File: src/rtl/arbitro_rr_sync.sv
// Four-way round-robin arbiter with per-line request synchronizers and grant-until-done hold.
// Optional grant watchdog enabled by defining ARB_TIMEOUT_EN.

module arbitro_rr_sync_sync #(
   parameter int STAGES = 2
) (
   input  logic clk,
   input  logic rst,
   input  logic d,
   output logic q
);
   logic [STAGES-1:0] sr;

   always_ff @(posedge clk or negedge rst) begin
      if (!rst) sr <= '0;
      else      sr <= {sr[STAGES-2:0], d};
   end

   assign q = sr[STAGES-1];
endmodule

module arbitro_rr_sync #(
   parameter int SYNC_STAGES    = 2,
   parameter int TIMEOUT_CYCLES = 16
) (
   input  logic       clk,
   input  logic       rst,
   input  logic [3:0] req,
   input  logic       done,
   output logic [3:0] grant,
   output logic [1:0] grant_id,
   output logic       busy,
   output logic       timeout
);
   localparam logic [1:0] S_IDLE    = 2'd0;
   localparam logic [1:0] S_GRANT   = 2'd1;
   localparam logic [1:0] S_RELEASE = 2'd2;

   logic [1:0] state;
   logic [1:0] ptr;
   logic [3:0] req_s;
   logic [1:0] win;
   logic       win_vld;
   logic [1:0] idx;
   logic       to_hit;

   for (genvar i = 0; i < 4; i++) begin : g_sync
      arbitro_rr_sync_sync #(.STAGES(SYNC_STAGES)) u_sync (
         .clk (clk),
         .rst (rst),
         .d   (req[i]),
         .q   (req_s[i])
      );
   end

   // Search order ptr+1, ptr+2, ptr+3, ptr: the last owner always goes last.
   always_comb begin
      win     = '0;
      win_vld = 1'b0;
      idx     = '0;
      for (int k = 1; k <= 4; k++) begin
         idx = ptr + k[1:0];
         if (!win_vld && req_s[idx]) begin
            win     = idx;
            win_vld = 1'b1;
         end
      end
   end

`ifdef ARB_TIMEOUT_EN
   localparam int CW = $clog2(TIMEOUT_CYCLES + 1);
   logic [CW-1:0] cnt;

   // done in the limit cycle wins, so the watchdog only fires without it.
   assign to_hit  = (state == S_GRANT) && !done && (cnt == CW'(TIMEOUT_CYCLES));
   assign timeout = to_hit;

   always_ff @(posedge clk or negedge rst) begin
      if (!rst)                                    cnt <= '0;
      else if (state != S_GRANT)                   cnt <= '0;
      else if (!done && !to_hit)                   cnt <= cnt + 1'b1;
   end
`else
   logic unused_to_cfg;
   assign unused_to_cfg = (TIMEOUT_CYCLES != 0);
   assign to_hit        = 1'b0;
   assign timeout       = 1'b0;
`endif

   always_ff @(posedge clk or negedge rst) begin
      if (!rst) begin
         state    <= S_IDLE;
         ptr      <= 2'd3;
         grant    <= '0;
         grant_id <= '0;
         busy     <= 1'b0;
      end else begin
         case (state)
            S_IDLE: begin
               if (win_vld) begin
                  grant    <= 4'b0001 << win;
                  grant_id <= win;
                  busy     <= 1'b1;
                  state    <= S_GRANT;
               end
            end
            S_GRANT: begin
               if (done || to_hit) begin
                  grant <= '0;
                  busy  <= 1'b0;
                  state <= S_RELEASE;
               end
            end
            S_RELEASE: begin
               ptr   <= grant_id;
               state <= S_IDLE;
            end
            default: begin
               grant <= '0;
               busy  <= 1'b0;
               state <= S_IDLE;
            end
         endcase
      end
   end
endmodule

File: config.mk
export PLATFORM = sky130hd
export DESIGN_NAME = arbitro_rr_sync
export DESIGN_NICKNAME = d
export VERILOG_FILES = /design/src/rtl/arbitro_rr_sync.sv
export SDC_FILE = /design/constraint.sdc
export NUM_CORES = 1
export LEC_CHECK = 0
export BUFFER_PORTS_ARGS = -buffer_cell sky130_fd_sc_hd__buf_4
export CAP_MARGIN = 30
export CORE_MARGIN = 4
export CORE_UTILIZATION = 51
export CTS_BUF_LIST = sky130_fd_sc_hd__clkbuf_16
export CTS_CLUSTER_DIAMETER = 30
export DETAILED_ROUTE_END_ITERATION = 8
export PLACE_DENSITY = 0.75
export SETUP_SLACK_MARGIN = 0.15
export SLEW_MARGIN = 20
export SYNTH_ARGS = -nofsm -noshare
export SYNTH_HDL_FRONTEND = slang
export SYNTH_HIERARCHICAL = 1
export SYNTH_SLANG_ARGS = --single-unit
File: constraint.sdc
create_clock -name clk -period 1.85 [get_ports clk]
set_input_delay 0.185 -clock clk [delete_from_list [all_inputs] [get_ports clk]]
set_output_delay 0.185 -clock clk [all_outputs]
set_load 0.05 [all_outputs]
Word level (Yosys, flattened, before mapping):

Index checks and enable logic that the tools add are counted.
Widths: inputs -> output; s select.

* $add $sub $neg: 3
* multipliers: 0
* divide/modulo/power cells: 0
* order comparisons: 4
* eq/ne operators: 4
* shifts and indexed selects: 1
* mux-type cells: 25
* bitwise gates (word level): 1
* reductions and logical operators: 10

Operator list (number)
* $lt 2x3->1 const B: 4
* $mux 2: 6
* $pmux 4 s3: 1
* $mux 1: 10
* $bmux 1 s2: 4
* $mux 4: 2
* $add 2x2->2 const B: 2
* $ne 2x2->1 const B: 2
* $pmux 2 s2: 1
* $reduce_and 2->1: 2
* $shl 1x2->4 const A: 1
* $logic_and 1x1->1: 3
* $logic_not 1->1: 3
* $pmux 1 s3: 1
* $reduce_and 3->1: 1
* $add 2x1->2 const B: 1
* $eq 2x1->1 const B: 1
* $eq 2x2->1 const B: 1
* $logic_not 2->1: 1
* $not 1->1: 1

* register bits after elaboration: 19
* latch bits: 0
* bits in writable memories: 0
* ROM bits: 0
* input port bits: 7
* output and inout port bits: 8
* word-level logic and storage cells: 57
* memories kept: 0

Depth between registers and ports, before layout:

Gate-level depths: netlist of the first run.

* word-level depth: 16
* gate-level depth with buffers: 5
* depth with buffers taken out: 4

By module:

Netlist of the first run, hierarchy kept.

By module, submodules not included
* arbitro_rr_sync: times used 1, cells an instance 49, area each 559.3 µm², sequential area each 277.8 µm²
* arbitro_rr_sync_sync: times used 4, cells an instance 2, area each 50.0 µm², sequential area each 50.0 µm²

Least setup slack after synthesis of the first run:

No wires, ideal clock.

* kind: register to register
* start: register ptr[0]
* end: register grant[2]
* setup time: 0.122 ns
* arrival time: 1.253 ns
* required time: 1.728 ns
* path slack: 0.475 ns
* cell stages (with the launch flop): 5
* path buffers: 0
* period minus slack after synthesis: 1.375 ns
* path through: dfstp_2 and3b_2 o31ai_4 nor2_2 a32o_1

* word-level cells in the longest chain between the ends: 16
* elaborated cells between the ends (all ways): 30
* classes of those cells: add/sub: 3; eq/ne: 1; shift: 1; mux: 18; reduce/logical: 7

Ends and longest elaborated chain
* from (decl): RTL line 40 `logic [1:0] ptr;`
* from (signal assigned): RTL line 115 `ptr <= grant_id;`
* $add 2x1->2: RTL line 62 `idx = ptr + k[1:0];`
* $bmux 1 s2: RTL line 63 `if (!win_vld && req_s[idx]) begin`
* $mux 1 (implied by the code): RTL line 63
* $mux 1: RTL line 63
* $logic_not 1->1: RTL line 63
* $logic_and 1x1->1: RTL line 63
* $mux 1: RTL line 63
* $logic_not 1->1: RTL line 63
* $logic_and 1x1->1: RTL line 63
* $mux 1: RTL line 63
* $logic_not 1->1: RTL line 63
* $logic_and 1x1->1: RTL line 63
* $mux 2: RTL line 63
* $shl 1x2->4: RTL line 101 `grant <= 4'b0001 << win;`
* $mux 4: RTL line 100 `if (win_vld) begin`
* $pmux 4 s3: RTL line 98 `case (state)`
* to (signal assigned): RTL line 101
* to (decl): RTL line 30 `output logic [3:0] grant,`

Parallel ways exist; a longest one is shown, timed or not. The select of a mux whose other input is x is not followed.
A chain may end at the register's enable or synchronous reset.

Worst setup path in the final report of the first run:

* start: register g_sync[3].u_sync.sr[1]
* end: register grant[0]

* word-level cells in the longest chain between the ends: 15
* elaborated cells between the ends (all ways): 27
* classes of those cells: eq/ne: 1; shift: 1; mux: 18; reduce/logical: 7

Ends and longest elaborated chain
* from (decl): RTL line 12 `logic [STAGES-1:0] sr;`
* from (signal assigned): RTL line 16 `else sr <= {sr[STAGES-2:0], d};`
* $bmux 1 s2: RTL line 63
* $mux 1 (implied by the code): RTL line 63
* $mux 1: RTL line 63
* $logic_not 1->1: RTL line 63
* $logic_and 1x1->1: RTL line 63
* $mux 1: RTL line 63
* $logic_not 1->1: RTL line 63
* $logic_and 1x1->1: RTL line 63
* $mux 1: RTL line 63
* $logic_not 1->1: RTL line 63
* $logic_and 1x1->1: RTL line 63
* $mux 2: RTL line 63
* $shl 1x2->4: RTL line 101
* $mux 4: RTL line 100
* $pmux 4 s3: RTL line 98

Parallel ways exist; a longest one is shown, timed or not. The select of a mux whose other input is x is not followed.

==> reports/metrics.csv, run 1 <==
metric,value,unit
Synth Register Bits,19,
max-slew violations,0,
Gate power share,0.356,
clock skew,0.00141,ns
non-filler instance count after layout,88,
post-synthesis cell type count,27,
Clk pwr share,0.262,
initial antenna violation count,0,
core area,1350,um2
Setup TNS,0,ns
status,"complete, no violations",
period utilization,0.820,
1st-iter DRT viols,12,
max cap viols,0,
# IOs,15,
critical path capture point type,flip-flop,
Final min period,1.52,ns
"Seq/Total Area, Yosys",0.629,
CTS Buf Count,3,
clk_lat worst skew,0.24,ns
GRT Total Usage,0.147,
Setup CP Type,reg2reg,
DRT Pass-1 Iters,4,
Slew headroom,0.630,
Die H,46.6,um
hold_buf cts,1,
Final HPWL DP,896,um
first-pass GRT wire length,2.13,mm
grt total ovfl,0,
startpoint type of the worst setup path,flip-flop,
gpl congestion,0.718,
Initial Util,0.563,
wire length per cell,14.6,um
RSZ-0062 raised after global routing,false,
Yosys warning count,6,
Setup Viol. Count Final,0,
Mapped Avg Cell Area,13.3,um2
die area,2170,um2
Worst Hold Class,in2reg,
Post-DRT Antenna Nets,0,
TritonCTS Sinks,19,
worst-margin pin slew,0.549,ns
Via density,5.49,
number of global-route vias before repair,479,
fmax,659,MHz
DRC,0,
area grow syn2layout,24.5,%
gate count of the mapped netlist,57,
Placed Cells,83,
row cnt,13,
total vias in the final route,483,
sw power,0.600,mW
PortBufs,13,
sw frac,0.369,
Peak VDD IR,0.000936,V
die width,46.6,um
part of the power in registers,0.382,
Longest Clk Path Bufs,2,
Root Buffer Master,clkbuf_16,
Worst-path clk slew,0.05,ns
syn nets,64,
setup bufs post-CTS,0,
CTS resizes,0,
Worst Path Required,1.98,ns
H-Tree Depth,1,
ant diodes,0,
total wire length,1.29,mm
Internal,1.03,mW
Hold Fails Final Rpt,0,
Worst Path Max Fanout,12,
CTS tree,yes,
largest net degree at the start of global routing,20,
fraction of layout cells with a size suffix above 1,0.384,
arrival time at the worst endpoint,1.65,ns
leakage power,0.438,nW
PwrDens,1720,nW/um2
cell area after synthesis,759,um2
final net count,81,
power by group through the flow:
stage          Combinational, mW  Sequential, mW  Clock [mW]
6_report                   0.578           0.621       0.426
5_1_grt                    0.617           0.636       0.455
4_1_cts                    0.584           0.623       0.433
3_5_place_dp               0.576           0.626           0
3_3_place_gp               0.574           0.619           0
2_1_floorplan              0.218           0.825           0
kinds of logic after synthesis:
| family | after synthesis | synth area share |
|---|---|---|
| flip-flops | 19 | 0.629 |
| other | 1 | 0.00494 |
| AO/OA/AOI/OAI | 12 | 0.138 |
| buffers and inverters | 2 | 0.0247 |
| AND/OR/NAND/NOR | 20 | 0.160 |
| multiplexers | 3 | 0.0428 |
per-stage QoR:
step / hold WS [ns] / setup WS (ns) / util / instance area (um2) / power [mW]
2_1_floorplan: -0.111 / 0.475 / - / 759 / 1.04
3_3_place_gp: 0.0652 / 0.314 / 0.635 / 857 / 1.19
3_5_place_dp: 0.0655 / 0.335 / 0.635 / 857 / 1.20
4_1_cts: 0.0410 / 0.309 / 0.701 / 946 / 1.64
5_1_grt: 0.0366 / 0.229 / 0.701 / 946 / 1.71
6_report: 0.0441 / 0.333 / 0.701 / 946 / 1.63
registers in the layout, indices dropped and copies added (netlist names):
register,cells
ptr,2
state,2
grant_id,2
g_sync.u_sync/sr,8
grant,4
busy,1
critical path: stages, from the launching register on:
cell and delay, ns:
dfrtp_1 0.42, nor4_2 0.34, or3_4 0.25, and2b_1 0.20, a32o_1 0.19
per-layer routing:
metal,global-route usage,up-vias,wire length [um]
li1,-,228,-
met1,0.193,238,537
met2,0.217,15,653
met3,0.0352,2,86
met4,0.0852,0,10
met5,0,-,0
final timing paths:
path | from | to | slack, ns | depth (start not counted)
hold reg to reg | g_sync[3].u_sync/sr[0] | g_sync[3].u_sync/sr[1] | 0.35 | 0
setup / recovery | g_sync[3].u_sync/sr[1] | grant[0] | 0.33 | 4
setup reg to reg | g_sync[3].u_sync/sr[1] | grant[0] | 0.33 | 4
hold / removal | req[3] | g_sync[3].u_sync/sr[0] | 0.04 | 1
min in group asynchronous | rst | g_sync[2].u_sync/sr[1] | 0.35 | 2
max in group asynchronous | rst | ptr[0] | 1.24 | 2
layout make-up:
type                       instances  area [um2]
multi-input combinational         36         263
tap                               15        18.8
clock buffer                       3        75.1
sequential                        19         478
clock inverter                     1        3.75
timing repair buffer              14         108
fill                             107         404
synthesized netlist by cell type:
cell type / instances / area, um2
nor2b_1: 4 / 25.0
or3_4: 1 / 11.3
nor2_2: 1 / 6.26
o21ai_1: 2 / 10.0
nor4_2: 1 / 12.5
dfrtp_1: 17 / 425
o31ai_4: 1 / 21.3
nand2_1: 6 / 22.5
conb_1: 1 / 3.75
o31ai_2: 1 / 12.5
mux2i_1: 1 / 10.0
o221a_2: 1 / 11.3
nand3_1: 2 / 10.0
nand2b_1: 1 / 6.26
nor2_1: 1 / 3.75
a21o_1: 1 / 7.51
mux2_2: 2 / 22.5
a21oi_1: 2 / 10.0
and3b_2: 1 / 10.0
a32o_1: 2 / 20.0
and2b_1: 1 / 7.51
or2_2: 1 / 6.26
buf_4: 1 / 7.51
buf_6: 1 / 11.3
a211oi_1: 1 / 7.51
dfstp_2: 2 / 52.6
o21ai_0: 1 / 5.00
layout by cell type (no fill, tap or decap), drive strengths merged:
| cell | n |
|---|---|
| and3b | 1 |
| o31ai | 2 |
| conb | 1 |
| a32o | 2 |
| nand2 | 6 |
| a21o | 1 |
| nand2b | 1 |
| or3 | 1 |
| buf | 13 |
| or2 | 1 |
| dfrtp | 17 |
| o221a | 1 |
| dfstp | 2 |
| nor2 | 2 |
| nor2b | 4 |
| mux2i | 1 |
| o21ai | 3 |
| and2b | 1 |
| a21oi | 2 |
| mux2 | 2 |
| inv | 1 |
| nor4 | 1 |
| a211oi | 1 |
| nand3 | 2 |
| dlygate4sd3 | 1 |
| clkbuf | 3 |
Power figures use the tool's default switching activity.
==> run 2, diff against run 1 <==
--- a/config.mk
+++ b/config.mk
@@ -8,11 +8,11 @@
 export BUFFER_PORTS_ARGS = -buffer_cell sky130_fd_sc_hd__buf_4
 export CAP_MARGIN = 30
 export CORE_MARGIN = 4
-export CORE_UTILIZATION = 51
+export CORE_UTILIZATION = 46
 export CTS_BUF_LIST = sky130_fd_sc_hd__clkbuf_16
 export CTS_CLUSTER_DIAMETER = 30
 export DETAILED_ROUTE_END_ITERATION = 8
-export PLACE_DENSITY = 0.75
+export PLACE_DENSITY = 0.71
 export SETUP_SLACK_MARGIN = 0.15
 export SLEW_MARGIN = 20
 export SYNTH_ARGS = -nofsm -noshare
==> constraint.sdc (replaced) <==
create_clock -name clk -period 1.3 [get_ports clk]
set_input_delay 0.13 -clock clk [delete_from_list [all_inputs] [get_ports clk]]
set_output_delay 0.13 -clock clk [all_outputs]
set_load 0.05 [all_outputs]
==> run 2 against run 1 <==
Against the previous run: the run now ends with negative setup slack left; power grew 53%; sequential power grew 43%; cell area grew 17%; critical path depth is the same; wire length grew 25%; flip-flop and latch count is the same; clock skew is essentially flat; global-route usage grew 0.99 points; first-iteration DRC count is the same; setup slack lost 0.44 ns; critical path type unchanged.
==> reports/metrics.csv, run 2 (same netlist as run 1, synthesis figures left out) <==
metric,value,unit
status,"complete, but fails checks",
failing checks,negative setup slack,
Via density,5.33,
R2R cell count,4,
leakage power,0.516,nW
Peak VDD IR,0.00150,V
Setup TNS,-0.381,ns
Hold Path Cell Cnt,2,
Setup CP Type,reg2reg,
Longest Clk Path Bufs,2,
Die H,48.6,um
reg2reg start,g_sync[2].u_sync/sr[1],
Final HPWL DP,999,um
Placement Setup Slack,-0.160,ns
period utilization,1.08,
Root Buffer Master,clkbuf_16,
RSZ-0062 raised after global routing,true,
most frequent cells in the layout,"23 x buf_4, 16 x dfrtp_1, 6 x nand2_1",
H-Tree Depth,1,
clk_lat worst skew,0.25,ns
core area,1540,um2
critical path capture point type,flip-flop,
fraction of layout cells with a size suffix above 1,0.517,
max-slew violations,0,
Worst Path Max Fanout,4,
Initial Util,0.493,
Worst Hold Path EP,state[0],
number of global-route vias before repair,573,
total vias in the final route,560,
ant diodes,0,
CTS Buf Count,3,
Fillers,105,
DRT Pass-1 Iters,4,
area grow syn2layout,46.3,%
Hold Fails Final Rpt,0,
first-pass GRT wire length,2.76,mm
Top reg by flops,g_sync.u_sync/sr,
Worst-path clk slew,0.05,ns
Final Core Density,0.721,
PwrDens,2240,nW/um2
number of flip-flops in the largest register,8,
die area,2360,um2
beginning of the worst hold path,done,
fmax,713,MHz
Post-DRT Antenna Nets,0,
max cap viols,0,
die width,48.6,um
biggest regs,"g_sync.u_sync/sr: 8 flops, grant: 4 flops",
flop2flop setup slack,-0.10,ns
Final min period,1.40,ns
TritonCTS Sinks,19,
row cnt,14,
GRT Total Usage,0.156,
final net count,97,
wire length per cell,15.3,um
"commonest non-fill, non-tap cell in the layout",buf_4,
largest net degree at the start of global routing,20,
setup ws final,-0.103,ns
PortBufs,13,
CTS tree,yes,
Worst Path Required,1.44,ns
initial antenna violation count,0,
Worst Hold Class,in2reg,
total wire length,1.61,mm
gpl congestion,0.682,
# IOs,15,
grt total ovfl,0,
startpoint type of the worst setup path,flip-flop,
RR Endpoint,grant[0],
Setup Viol. Count Final,6,
arrival time at the worst endpoint,1.54,ns
clock skew,0.00177,ns
DRC,0,
1st-iter DRT viols,12,
## run 2: through the flow
step | instance area, um2 | total power, mW | hold slack (ns) | instances
floorplan | 763 | 1.49 | -0.166 | 57
global placement | 922 | 1.77 | 0.0124 | 92
detailed placement | 922 | 1.79 | 0.0130 | 92
CTS | 1090 | 2.47 | 0.0735 | 105
global route | 1110 | 2.61 | 0.0820 | 105
finish | 1110 | 2.48 | 0.0700 | 105
## run 2: critical path: stages, from the launching register on
cell and delay (ns):
dfrtp_1 0.40, nor4_2 0.32, or3_4 0.20, and2b_1 0.18, a32o_1 0.19
## run 2: metal layers
layer	GRT usage	up-vias	wire length (um)
met5	0	-	0
met2	0.252	13	848
met4	0.0807	0	34
met1	0.185	279	646
met3	0.0491	4	76
li1	-	264	-
## run 2: how the worst max path moves through the flow
stage | startpoint | end | slack (ns) | cells past startpoint
global route | g_sync[1].u_sync/sr[1] | grant[0] | -0.18 | 4
floorplan | ptr[0] | grant[2] | -0.03 | 4
global placement | g_sync[3].u_sync/sr[1] | grant[0] | -0.20 | 4
finish | g_sync[2].u_sync/sr[1] | grant[0] | -0.10 | 4
detailed placement | g_sync[3].u_sync/sr[1] | grant[0] | -0.16 | 4
CTS | g_sync[1].u_sync/sr[1] | grant[0] | -0.12 | 4
## run 2: area by class of cell
class	count	area, um2	share of cell area
multi-input combinational	36	287	0.258
sequential	19	479	0.431
tap	16	20.0	0.0180
clock buffer	3	75.1	0.0676
clock inverter	1	5.00	0.00450
timing repair buffer	30	245	0.221
## run 2: timing repair
action	4_1_cts	5_1_grt
endpoints found under the setup margin	7	10
setup buffers	4	0
hold buffers	5	0
endpoints found under the hold margin	23	0
pin swaps	2	1
resized for setup	1	6
## run 2: power breakdown
part	internal (mW)	switching (mW)	total [mW]
clock network	0.412	0.215	0.627
registers	0.758	0.126	0.885
logic	0.395	0.577	0.972
total	1.57	0.919	2.48
==> run 3, diff against run 2 <==
--- a/config.mk
+++ b/config.mk
@@ -9,7 +9,7 @@
 export CAP_MARGIN = 30
 export CORE_MARGIN = 4
 export CORE_UTILIZATION = 46
-export CTS_BUF_LIST = sky130_fd_sc_hd__clkbuf_16
+export CTS_BUF_LIST = sky130_fd_sc_hd__clkbuf_8 sky130_fd_sc_hd__clkbuf_16
 export CTS_CLUSTER_DIAMETER = 30
 export DETAILED_ROUTE_END_ITERATION = 8
 export PLACE_DENSITY = 0.71
==> run 3 against run 2 <==
Against the previous run: the run still ends with negative setup slack left; via count fell by 4.8%; clock-buffer cell count did not move; die area did not move; hold slack got worse by 0.0036 ns; register-to-register slack barely moved.
==> reports/metrics.csv, run 3 (same netlist as run 1, synthesis figures left out) <==
metric,value,unit
Final HPWL DP,999,um
clock skew,0.00191,ns
largest net degree at the start of global routing,20,
Peak VDD IR,0.00132,V
DRT Pass-1 Iters,4,
Via density,5.13,
fmax,717,MHz
period utilization,1.07,
number of flip-flops in the largest register,8,
smallest hold slack,0.0664,ns
PortBufs,13,
number of global-route vias before repair,544,
max cap viols,0,
ant diodes,0,
non-filler instance count after layout,104,
Setup TNS,-0.300,ns
Worst Path Max Fanout,4,
DRC,0,
max-slew violations,0,
GRT Total Usage,0.138,
leakage power,0.493,nW
R2R cell count,4,
Setup Viol. Count Final,5,
die area,2360,um2
total wire length,1.43,mm
critical path capture point type,flip-flop,
CTS tree,yes,
total vias in the final route,533,
Placed Cells,92,
fraction of layout cells with a size suffix above 1,0.500,
Final min period,1.40,ns
"commonest non-fill, non-tap cell in the layout",buf_4,
Worst Path Required,1.44,ns
Top reg by flops,g_sync.u_sync/sr,
PwrDens,2100,nW/um2
row cnt,14,
Initial Util,0.493,
startpoint type of the worst setup path,flip-flop,
H-Tree Depth,1,
area taken by flip-flops and latches,480,um2
Post-DRT Antenna Nets,0,
initial antenna violation count,0,
final net count,96,
Hold Path Cell Cnt,2,
1st-iter DRT viols,8,
biggest regs,"g_sync.u_sync/sr: 8 flops, grant: 4 flops",
area of the multi-input gates,283,um2
Longest Clk Path Bufs,2,
Setup CP Type,reg2reg,
core area,1540,um2
# IOs,15,
most frequent cells in the layout,"23 x buf_4, 15 x dfrtp_1, 6 x nand2_1",
Worst-path clk slew,0.07,ns
Worst Hold Class,in2reg,
RSZ-0062 raised after global routing,true,
wire length per cell,13.7,um
failing checks,negative setup slack,
grt total ovfl,0,
gpl congestion,0.682,
CTS Buf Count,3,
Hold Fails Final Rpt,0,
clk_lat worst skew,0.25,ns
Die H,48.6,um
setup ws final,-0.0955,ns
area grow syn2layout,40.0,%
status,"complete, but fails checks",
arrival time at the worst endpoint,1.54,ns
Fillers,111,
die width,48.6,um
Root Buffer Master,clkbuf_8,
first-pass GRT wire length,2.49,mm
TritonCTS Sinks,19,
==> run 3: final cells by class <==
type	instances	area share
sequential	19	0.452
multi-input combinational	36	0.266
timing repair buffer	29	0.220
clock buffer	3	0.0388
tap	16	0.0188
clock inverter	1	0.00471
==> run 3: report_power, final <==
group,internal (mW),switching [mW],total [mW]
Sequential,0.757,0.116,0.873
Clock,0.213,0.192,0.405
Combinational,0.390,0.564,0.954
Total,1.36,0.872,2.23
==> run 3: per-stage QoR <==
stage / instance area, um2 / power (mW) / setup WS [ns] / util
floorplan: 763 / 1.49 / -0.0300 / -
global placement: 922 / 1.77 / -0.199 / 0.598
detailed placement: 922 / 1.79 / -0.160 / 0.598
CTS: 1040 / 2.23 / -0.124 / 0.678
global route: 1060 / 2.36 / -0.170 / 0.690
finish: 1060 / 2.23 / -0.0955 / 0.690
==> run 3: worst max-delay path, cell delays in order, from the launching register on <==
cell	delay (ns)
dfrtp_2	0.43
nor4_4	0.30
or3_4	0.18
and2b_1	0.17
a32o_1	0.19
==> run 3: path summary, 6_finish.rpt <==
check,from,slack (ns),end
setup / recovery,g_sync[1].u_sync/sr[1],-0.1,grant[0]
hold / removal,done,0.07,state[0]
setup reg to reg,g_sync[1].u_sync/sr[1],-0.1,grant[0]
hold reg to reg,g_sync[1].u_sync/sr[0],0.35,g_sync[1].u_sync/sr[1]
max in group asynchronous,rst,0.76,ptr[0]
min in group asynchronous,rst,0.28,g_sync[0].u_sync/sr[1]
==> run 3: metal layers <==
layer | vias to the layer above | part of all wire | routed length, um | GRT usage
met2 | 12 | 0.51 | 725 | 0.220
met5 | - | 0 | 0 | 0
met1 | 258 | 0.43 | 613 | 0.165
li1 | 261 | - | - | -
met3 | 2 | 0.048 | 69 | 0.0491
met4 | 0 | 0.012 | 17 | 0.0673
==> run 3: timing repair <==
| item | CTS | global route |
|---|---|---|
| hold buffers | 5 | 0 |
| resized for setup | 3 | 3 |
| pin swaps | 2 | 3 |
| setup buffers | 2 | 1 |
| setup endpoints to repair | 7 | 9 |
| endpoints found under the hold margin | 23 | 0 |
